$ cat src/rtl/cart_mapper_pkg.sv
// Shared types and constants for the banked cartridge mapper.
package cart_mapper_pkg;

   typedef enum logic [1:0] {
      S_IDLE = 2'd0,
      S_REQ  = 2'd1,
      S_DONE = 2'd2
   } state_t;

   localparam logic [3:0]  REG_NIBBLE    = 4'hF;
   localparam logic [2:0]  SRAM_CTL_IDX  = 3'd0;
   localparam logic [15:0] TIMEOUT_RDATA = 16'hFFFF;

endpackage

$ cat src/rtl/cart_bank_mapper_if.sv
// Memory-controller handshake between the mapper and the SDRAM arbiter.
interface cart_bank_mapper_if #(
   parameter int unsigned MEM_AW = 24
) ();

   logic [MEM_AW-2:0] MEM_A;
   logic              MEM_SRAM;
   logic [15:0]       MEM_DO;
   logic [15:0]       MEM_DI;
   logic              MEM_REQ;
   logic              MEM_WE;
   logic [1:0]        MEM_BE;
   logic              MEM_ACK;

   modport master (
      output MEM_A, MEM_SRAM, MEM_DO, MEM_REQ, MEM_WE, MEM_BE,
      input  MEM_DI, MEM_ACK
   );

   modport slave (
      input  MEM_A, MEM_SRAM, MEM_DO, MEM_REQ, MEM_WE, MEM_BE,
      output MEM_DI, MEM_ACK
   );

endinterface

$ cat src/rtl/cart_bank_regs.sv
// Bank/SRAM-control register file: TIME-window write decode, readback and slot->bank lookup.
module cart_bank_regs
   import cart_mapper_pkg::*;
#(
   parameter int unsigned NUM_SLOTS = 8,
   parameter int unsigned BANK_W    = 6
) (
   input  logic                         CLK,
   input  logic                         RST_N,
   input  logic                         lwr_n,
   input  logic                         time_n,
   input  logic [3:0]                   reg_nib,
   input  logic [2:0]                   reg_idx,
   input  logic [BANK_W-1:0]            vdi,
   input  logic [$clog2(NUM_SLOTS)-1:0] slot,
   output logic                         sen,
   output logic                         wp,
   output logic                         time_hit,
   output logic [7:0]                   rd_data,
   output logic [BANK_W-1:0]            slot_bank
);

   localparam int unsigned SLOT_W = $clog2(NUM_SLOTS);

   logic              lwr_q;
   logic              idx_ok;
   logic              wr_en;
   logic [SLOT_W-1:0] widx;
   logic [BANK_W-1:0] bank [NUM_SLOTS];

   assign time_hit  = !time_n && (reg_nib == REG_NIBBLE);
   assign idx_ok    = 32'(reg_idx) < NUM_SLOTS;
   assign widx      = reg_idx[SLOT_W-1:0];
   assign wr_en     = time_hit && idx_ok && lwr_q && !lwr_n;
   assign slot_bank = bank[slot];

   // Index 0 is SRAM control, so slot 0 is never rewritten and stays on bank 0.
   always_ff @(posedge CLK) begin
      if (!RST_N) begin
         lwr_q <= 1'b1;
         sen   <= 1'b0;
         wp    <= 1'b0;
         for (int i = 0; i < int'(NUM_SLOTS); i++) begin
            bank[SLOT_W'(i)] <= BANK_W'(i);
         end
      end else begin
         lwr_q <= lwr_n;
         if (wr_en) begin
            if (reg_idx == SRAM_CTL_IDX) begin
               sen <= vdi[0];
               wp  <= vdi[1];
            end else begin
               bank[widx] <= vdi;
            end
         end
      end
   end

   always_comb begin
      rd_data = 8'h00;
      if (idx_ok) begin
         if (reg_idx == SRAM_CTL_IDX) rd_data = {6'b0, wp, sen};
         else                         rd_data = 8'(bank[widx]);
      end
   end

endmodule

$ cat src/rtl/cart_bank_mapper.sv
// Banked cartridge mapper: slot/SRAM address translation and registered request/DTACK handshake.
module cart_bank_mapper
   import cart_mapper_pkg::*;
#(
   parameter int unsigned NUM_SLOTS = 8,
   parameter int unsigned BANK_W    = 6,
   parameter int unsigned MEM_AW    = 24,
   parameter int unsigned TIMEOUT   = 255
) (
   input  logic                CLK,
   input  logic                RST_N,
   input  logic [23:1]         VA,
   input  logic [15:0]         VDI,
   output logic [15:0]         VDO,
   input  logic                AS_N,
   input  logic                CE0_N,
   input  logic                CAS0_N,
   input  logic                LWR_N,
   input  logic                UWR_N,
   input  logic                TIME_N,
   output logic                DTACK_N,
   input  logic [23:0]         sram_sz,
   cart_bank_mapper_if.master  mem
);

   localparam int unsigned SLOT_W = $clog2(NUM_SLOTS);
   localparam int unsigned OFF_W  = 21 - SLOT_W;
   localparam int unsigned MA_W   = MEM_AW - 1;
   localparam int unsigned CNT_W  = $clog2(TIMEOUT + 1);

   state_t            state, state_nxt;
   logic [CNT_W-1:0]  cnt, cnt_nxt;
   logic              abort, abort_nxt;
   logic              dtack_n_q, dtack_n_nxt;
   logic              req_q, req_nxt;
   logic              we_q, we_nxt;
   logic              sram_q, sram_nxt;
   logic [1:0]        be_q, be_nxt;
   logic [MA_W-1:0]   a_q, a_nxt;
   logic [15:0]       do_q, do_nxt;
   logic [15:0]       vdo_q, vdo_nxt;

   logic              as_d1, as_d2, as_fall;
   logic              sen, wp, time_hit;
   logic [7:0]        rd_data;
   logic [BANK_W-1:0] slot_bank;
   logic              wr, sram_hit, start, drop, done;
   logic [23:0]       sram_b;
   logic [MA_W-1:0]   acc_a;
   logic              unused_ok;

   cart_bank_regs #(
      .NUM_SLOTS (NUM_SLOTS),
      .BANK_W    (BANK_W)
   ) u_regs (
      .CLK       (CLK),
      .RST_N     (RST_N),
      .lwr_n     (LWR_N),
      .time_n    (TIME_N),
      .reg_nib   (VA[7:4]),
      .reg_idx   (VA[3:1]),
      .vdi       (VDI[BANK_W-1:0]),
      .slot      (VA[21 -: SLOT_W]),
      .sen       (sen),
      .wp        (wp),
      .time_hit  (time_hit),
      .rd_data   (rd_data),
      .slot_bank (slot_bank)
   );

   // AS_N is asynchronous to CLK; a two-stage history gives both sync and edge detect.
   always_ff @(posedge CLK) begin
      if (!RST_N) begin
         as_d1 <= 1'b1;
         as_d2 <= 1'b1;
      end else begin
         as_d1 <= AS_N;
         as_d2 <= as_d1;
      end
   end

   assign as_fall  = as_d2 && !as_d1;
   assign wr       = !LWR_N || !UWR_N;
   assign sram_hit = sen && (sram_sz != 24'd0) && VA[21] && !CE0_N;
   assign start    = as_fall && !CE0_N && (!CAS0_N || wr);
   assign drop     = wr && (!sram_hit || wp);
   assign done     = mem.MEM_ACK || (cnt == CNT_W'(TIMEOUT));
   assign sram_b   = 24'({VA[21:1], 1'b0}) & (sram_sz - 24'd1);
   assign acc_a    = sram_hit ? MA_W'(sram_b[23:1]) : MA_W'({slot_bank, VA[OFF_W:1]});
   assign unused_ok = ^{VA[23:22], sram_b[0]};

   always_ff @(posedge CLK) begin
      if (!RST_N) begin
         state     <= S_IDLE;
         cnt       <= '0;
         abort     <= 1'b0;
         dtack_n_q <= 1'b1;
         req_q     <= 1'b0;
         we_q      <= 1'b0;
         sram_q    <= 1'b0;
         be_q      <= 2'b00;
         a_q       <= '0;
         do_q      <= 16'h0000;
         vdo_q     <= 16'h0000;
      end else begin
         state     <= state_nxt;
         cnt       <= cnt_nxt;
         abort     <= abort_nxt;
         dtack_n_q <= dtack_n_nxt;
         req_q     <= req_nxt;
         we_q      <= we_nxt;
         sram_q    <= sram_nxt;
         be_q      <= be_nxt;
         a_q       <= a_nxt;
         do_q      <= do_nxt;
         vdo_q     <= vdo_nxt;
      end
   end

   // A bus cycle abandoned during REQ still waits for the memory, then skips DONE.
   always_comb begin
      state_nxt   = state;
      cnt_nxt     = '0;
      abort_nxt   = abort;
      dtack_n_nxt = 1'b1;
      req_nxt     = req_q;
      we_nxt      = we_q;
      sram_nxt    = sram_q;
      be_nxt      = be_q;
      a_nxt       = a_q;
      do_nxt      = do_q;
      vdo_nxt     = vdo_q;

      if (time_hit) vdo_nxt = {8'h00, rd_data};

      case (state)
         S_IDLE: begin
            if (start) begin
               if (drop) begin
                  state_nxt   = S_DONE;
                  dtack_n_nxt = 1'b0;
               end else begin
                  state_nxt = S_REQ;
                  req_nxt   = 1'b1;
                  cnt_nxt   = CNT_W'(1);
                  abort_nxt = 1'b0;
                  a_nxt     = acc_a;
                  sram_nxt  = sram_hit;
                  we_nxt    = wr;
                  be_nxt    = wr ? {!UWR_N, !LWR_N} : 2'b11;
                  do_nxt    = VDI;
               end
            end
         end
         S_REQ: begin
            cnt_nxt = cnt + CNT_W'(1);
            if (as_d1) abort_nxt = 1'b1;
            if (done) begin
               req_nxt = 1'b0;
               vdo_nxt = mem.MEM_ACK ? mem.MEM_DI : TIMEOUT_RDATA;
               if (abort || as_d1) begin
                  state_nxt = S_IDLE;
               end else begin
                  state_nxt   = S_DONE;
                  dtack_n_nxt = 1'b0;
               end
            end
         end
         S_DONE: begin
            if (as_d1) state_nxt   = S_IDLE;
            else       dtack_n_nxt = 1'b0;
         end
         default: state_nxt = S_IDLE;
      endcase
   end

   assign VDO          = vdo_q;
   assign DTACK_N      = dtack_n_q;
   assign mem.MEM_A    = a_q;
   assign mem.MEM_SRAM = sram_q;
   assign mem.MEM_DO   = do_q;
   assign mem.MEM_REQ  = req_q;
   assign mem.MEM_WE   = we_q;
   assign mem.MEM_BE   = be_q;

endmodule

$ cat src/flat_wrapper.sv
// flat-port wrapper written by rule: the top's interface ports become plain ports
module cart_bank_mapper_flat import cart_mapper_pkg::*;
#(
   parameter int unsigned NUM_SLOTS = 8,
   parameter int unsigned BANK_W    = 6,
   parameter int unsigned MEM_AW    = 24,
   parameter int unsigned TIMEOUT   = 255
)
  (CLK, RST_N, VA, VDI, VDO, AS_N, CE0_N, CAS0_N, LWR_N, UWR_N, TIME_N, DTACK_N, sram_sz, mem_MEM_A, mem_MEM_SRAM, mem_MEM_DO, mem_MEM_REQ, mem_MEM_WE, mem_MEM_BE, mem_MEM_DI, mem_MEM_ACK);
  cart_bank_mapper_if #(.MEM_AW(MEM_AW)) mem_i ();
  input  logic CLK;
  input  logic RST_N;
  input  logic [23:1] VA;
  input  logic [15:0] VDI;
  output logic [15:0] VDO;
  input  logic AS_N;
  input  logic CE0_N;
  input  logic CAS0_N;
  input  logic LWR_N;
  input  logic UWR_N;
  input  logic TIME_N;
  output logic DTACK_N;
  input  logic [23:0] sram_sz;
  output wire logic [$bits(mem_i.MEM_A)-1:0] mem_MEM_A;
  output wire logic [$bits(mem_i.MEM_SRAM)-1:0] mem_MEM_SRAM;
  output wire logic [$bits(mem_i.MEM_DO)-1:0] mem_MEM_DO;
  output wire logic [$bits(mem_i.MEM_REQ)-1:0] mem_MEM_REQ;
  output wire logic [$bits(mem_i.MEM_WE)-1:0] mem_MEM_WE;
  output wire logic [$bits(mem_i.MEM_BE)-1:0] mem_MEM_BE;
  input wire logic [$bits(mem_i.MEM_DI)-1:0] mem_MEM_DI;
  input wire logic [$bits(mem_i.MEM_ACK)-1:0] mem_MEM_ACK;
  assign mem_MEM_A = mem_i.MEM_A;
  assign mem_MEM_SRAM = mem_i.MEM_SRAM;
  assign mem_MEM_DO = mem_i.MEM_DO;
  assign mem_MEM_REQ = mem_i.MEM_REQ;
  assign mem_MEM_WE = mem_i.MEM_WE;
  assign mem_MEM_BE = mem_i.MEM_BE;
  assign mem_i.MEM_DI = mem_MEM_DI;
  assign mem_i.MEM_ACK = mem_MEM_ACK;
  cart_bank_mapper #(.NUM_SLOTS(NUM_SLOTS), .BANK_W(BANK_W), .MEM_AW(MEM_AW), .TIMEOUT(TIMEOUT)) u_core (.CLK(CLK), .RST_N(RST_N), .VA(VA), .VDI(VDI), .VDO(VDO), .AS_N(AS_N), .CE0_N(CE0_N), .CAS0_N(CAS0_N), .LWR_N(LWR_N), .UWR_N(UWR_N), .TIME_N(TIME_N), .DTACK_N(DTACK_N), .sram_sz(sram_sz), .mem(mem_i));
endmodule
$ cat config.mk
export PLATFORM = sky130hd
export DESIGN_NAME = cart_bank_mapper_flat
export DESIGN_NICKNAME = d
export VERILOG_FILES = /design/src/rtl/cart_mapper_pkg.sv /design/src/rtl/cart_bank_mapper_if.sv /design/src/rtl/cart_bank_regs.sv /design/src/rtl/cart_bank_mapper.sv /design/src/flat_wrapper.sv
export SDC_FILE = /design/constraint.sdc
export NUM_CORES = 1
export LEC_CHECK = 0
export BUFFER_PORTS_ARGS = -buffer_cell sky130_fd_sc_hd__buf_4
export CORE_ASPECT_RATIO = 0.75
export CORE_MARGIN = 10
export CORE_UTILIZATION = 45
export DETAILED_ROUTE_END_ITERATION = 7
export PLACE_DENSITY = 0.72
export SETUP_SLACK_MARGIN = 0.1
export SYNTH_ARGS = -nofsm -noshare
export SYNTH_HDL_FRONTEND = slang
export SYNTH_HIERARCHICAL = 1
export SYNTH_SLANG_ARGS = --single-unit
$ cat constraint.sdc
create_clock -name CLK -period 3.7 [get_ports CLK]
set_input_delay 0.555 -clock CLK [delete_from_list [all_inputs] [get_ports CLK]]
set_output_delay 0.555 -clock CLK [all_outputs]
set_load 0.01 [all_outputs]
==> impl_metrics.env <==
export IMPL_status="finished clean"
export IMPL_wl_per_cell_um=20.0
export IMPL_cts_buffers=17
export IMPL_cp_data_arrival_time_ns=2.99
export IMPL_intPower_w=0.00243
export IMPL_whs_ns=0.342
export IMPL_place_hpwl_um=13500
export IMPL_first_pass_iters=5
export IMPL_core_area_um2=13100
export IMPL_diodes=0
export IMPL_via_per_inst=5.79
export IMPL_worstMarginPinSlew_ns=1.06
export IMPL_ys_warn_count=6
export IMPL_ctsResizeCount=0
export IMPL_peakVddDrop_mv=0.373
export IMPL_clk_pin_slew_ns=0.06
export IMPL_cts_tree="done"
export IMPL_critPathKind="primary input to flop"
export IMPL_timing_rr_start="u_core/u_regs/sen$_SDFFE_PN0P_"
export IMPL_drive_gt1_frac=0.291
export IMPL_numPortBuffers=146
export IMPL_min_path_cells=2
export IMPL_grt_usage=0.191
export IMPL_dieArea_um2=18600
export IMPL_endpoint_kind="flop"
export IMPL_place_ws_ns=0.607
export IMPL_setup_viol=0
export IMPL_die_w_um=154
export IMPL_antenna_left=0
export IMPL_leakagePower_nw=3.00
export IMPL_clk_path_buf_depth=2
export IMPL_place_congestion=0.922
export IMPL_whs_endpoint="u_core/as_d1$_SDFF_PN1_"
export IMPL_grt_max_degree=40
export IMPL_fin_setup_tns_ns=0
export IMPL_hold_viol_final=0
export IMPL_switchingPower_w=0.000783
export IMPL_fin_nets=826
export IMPL_r2r_setup_slack_ns=1.58
export IMPL_pin_count=149
export IMPL_rows=36
export IMPL_fp_dieH_um=121
export IMPL_powerDensity_nw_per_um2=416
export IMPL_pwr_share_comb=0.089
export IMPL_clock_latency_ns=0.42
export IMPL_startpoint_type="primary input"
export IMPL_power_w=0.00321
export IMPL_antenna_found_initial=0
export IMPL_skew_ns=0.00694
export IMPL_drc_errors=0
export IMPL_cts_root_buf="clkbuf_16"
export IMPL_syn_to_final_growth_pct=27.2
export IMPL_fmax_ghz=0.370
export IMPL_cp_required_ns=3.99
export IMPL_reg2regPathDepth=5
export IMPL_grt_pass1_vias=5162
export IMPL_maxSlewViolCount=0
export IMPL_drt_iter0_markers=405
export IMPL_cts_setup_buffers=0
export IMPL_dr_total_vias=5325
export IMPL_min_path_type="primary input to flop"
export IMPL_grt_overflow=0
export IMPL_switching_share=0.244
export IMPL_cp_max_fo=39
export IMPL_hold_buffers=0
export IMPL_syn_cell_area_um2=6070
export IMPL_nFillCells=1098
export IMPL_min_period_ns=2.70
export IMPL_hp_start="AS_N"
export IMPL_htree_levels=4
export IMPL_cap_violations=0
export IMPL_syn_area_per_cell_um2=10.1
export IMPL_netlist_instances=600
export IMPL_postRouteWirelength_um=18400
export IMPL_r2r_end="u_core/mem.MEM_A[2]$_SDFFE_PN0P_"
export IMPL_p_seq_frac=0.454
export IMPL_clockPowerShare=0.457
export IMPL_max_slew_margin_rel=0.290
export IMPL_fin_ws_ns=0.999
export IMPL_clock_sinks=124
export IMPL_initial_utilization=0.463
export IMPL_finalCritPeriodShare=0.730
export IMPL_grt_pass1_wl_um=28400
export IMPL_rsz0062_at_grt="no"
sequential cells by signal, summed over array words and instances, names as in the netlist, 2 cells and up:
| name | count |
|---|---|
| u_core/u_regs/bank | 47 |
| u_core/VDO | 16 |
| u_core/cnt | 8 |
| u_core/state | 2 |
| u_core/mem.MEM_BE | 2 |
| u_core/mem.MEM_A | 23 |
| u_core/mem.MEM_DO | 16 |
how the worst max path moves through the flow:
stage,slack (ns),startpoint,cells past startpoint,end
floorplan,0.93,sram_sz[0],11,u_core/mem.MEM_REQ$_SDFFE_PN0P_
detailed placement,0.61,sram_sz[0],8,u_core/mem.MEM_A[2]$_SDFFE_PN0P_
CTS,1.04,sram_sz[0],8,u_core/mem.MEM_A[2]$_SDFFE_PN0P_
global placement,0.65,sram_sz[0],8,u_core/mem.MEM_A[10]$_SDFFE_PN0P_
global route,0.90,sram_sz[1],8,u_core/mem.MEM_A[8]$_SDFFE_PN0P_
finish,1.0,sram_sz[0],8,u_core/mem.MEM_A[10]$_SDFFE_PN0P_
power groups by stage:
stage	sequential [W]	combinational [W]	clock (W)
floorplan	0.00148	0.000140	0
global placement	0.00148	0.000275	0
detailed placement	0.00149	0.000281	0
CTS	0.00146	0.000282	0.00148
global route	0.00146	0.000306	0.00155
finish	0.00146	0.000284	0.00147
metrics by stage:
| stage | util | cells | cell area (um^2) |
|---|---|---|---|
| 2_1_floorplan | - | 606 | 6090 |
| 3_3_place_gp | 0.549 | 888 | 7200 |
| 3_5_place_dp | 0.549 | 888 | 7200 |
| 4_1_cts | 0.589 | 920 | 7720 |
| 5_1_grt | 0.589 | 920 | 7720 |
| 6_report | 0.589 | 920 | 7720 |
area by class of cell:
type / count / area [um^2] / share of cell area
well taps: 171 / 214 / 0.0277
multi-input cells: 429 / 2840 / 0.368
clock inverters: 15 / 100 / 0.0130
clock buffers: 17 / 425 / 0.0551
repair buffers: 152 / 1140 / 0.148
inverters: 12 / 45.0 / 0.00583
flip-flops and latches: 124 / 2950 / 0.382
worst max-delay path: stages:
cell and delay, ns:
buf_4 0.12, inv_1 0.05, ha_1 0.19, or4b_1 0.62, or4_4 0.63, o211a_4 0.46
nand2_2 0.24, o21ai_0 0.12
layer usage:
metal | up-vias | global-route usage | wire length, um
met1 | 2550 | 0.249 | 7860
met5 | - | 0 | 0
met2 | 256 | 0.293 | 8270
li1 | 2491 | - | -
met4 | 0 | 0.0677 | 293
met3 | 28 | 0.0634 | 1940
layout by cell type (no fill, tap or decap), types with 6 or more instances in the layout:
master / n
mux2i_1: 12
o21ai_0: 35
inv_1: 11
mux4_2: 6
buf_4: 152
nand2_1: 70
mux2_2: 10
edfxtp_1: 47
o21a_1: 6
nand2b_1: 13
dfxtp_1: 77
clkinv_2: 6
and3_1: 9
or3_1: 11
nor2_1: 46
or4_1: 6
a21oi_1: 50
nand3_1: 29
nor3_1: 12
conb_1: 7
nor4_1: 12
xor2_1: 10
o21ai_1: 8
mux4_1: 11
clkbuf_16: 17
(Power assumes the default switching activity.)
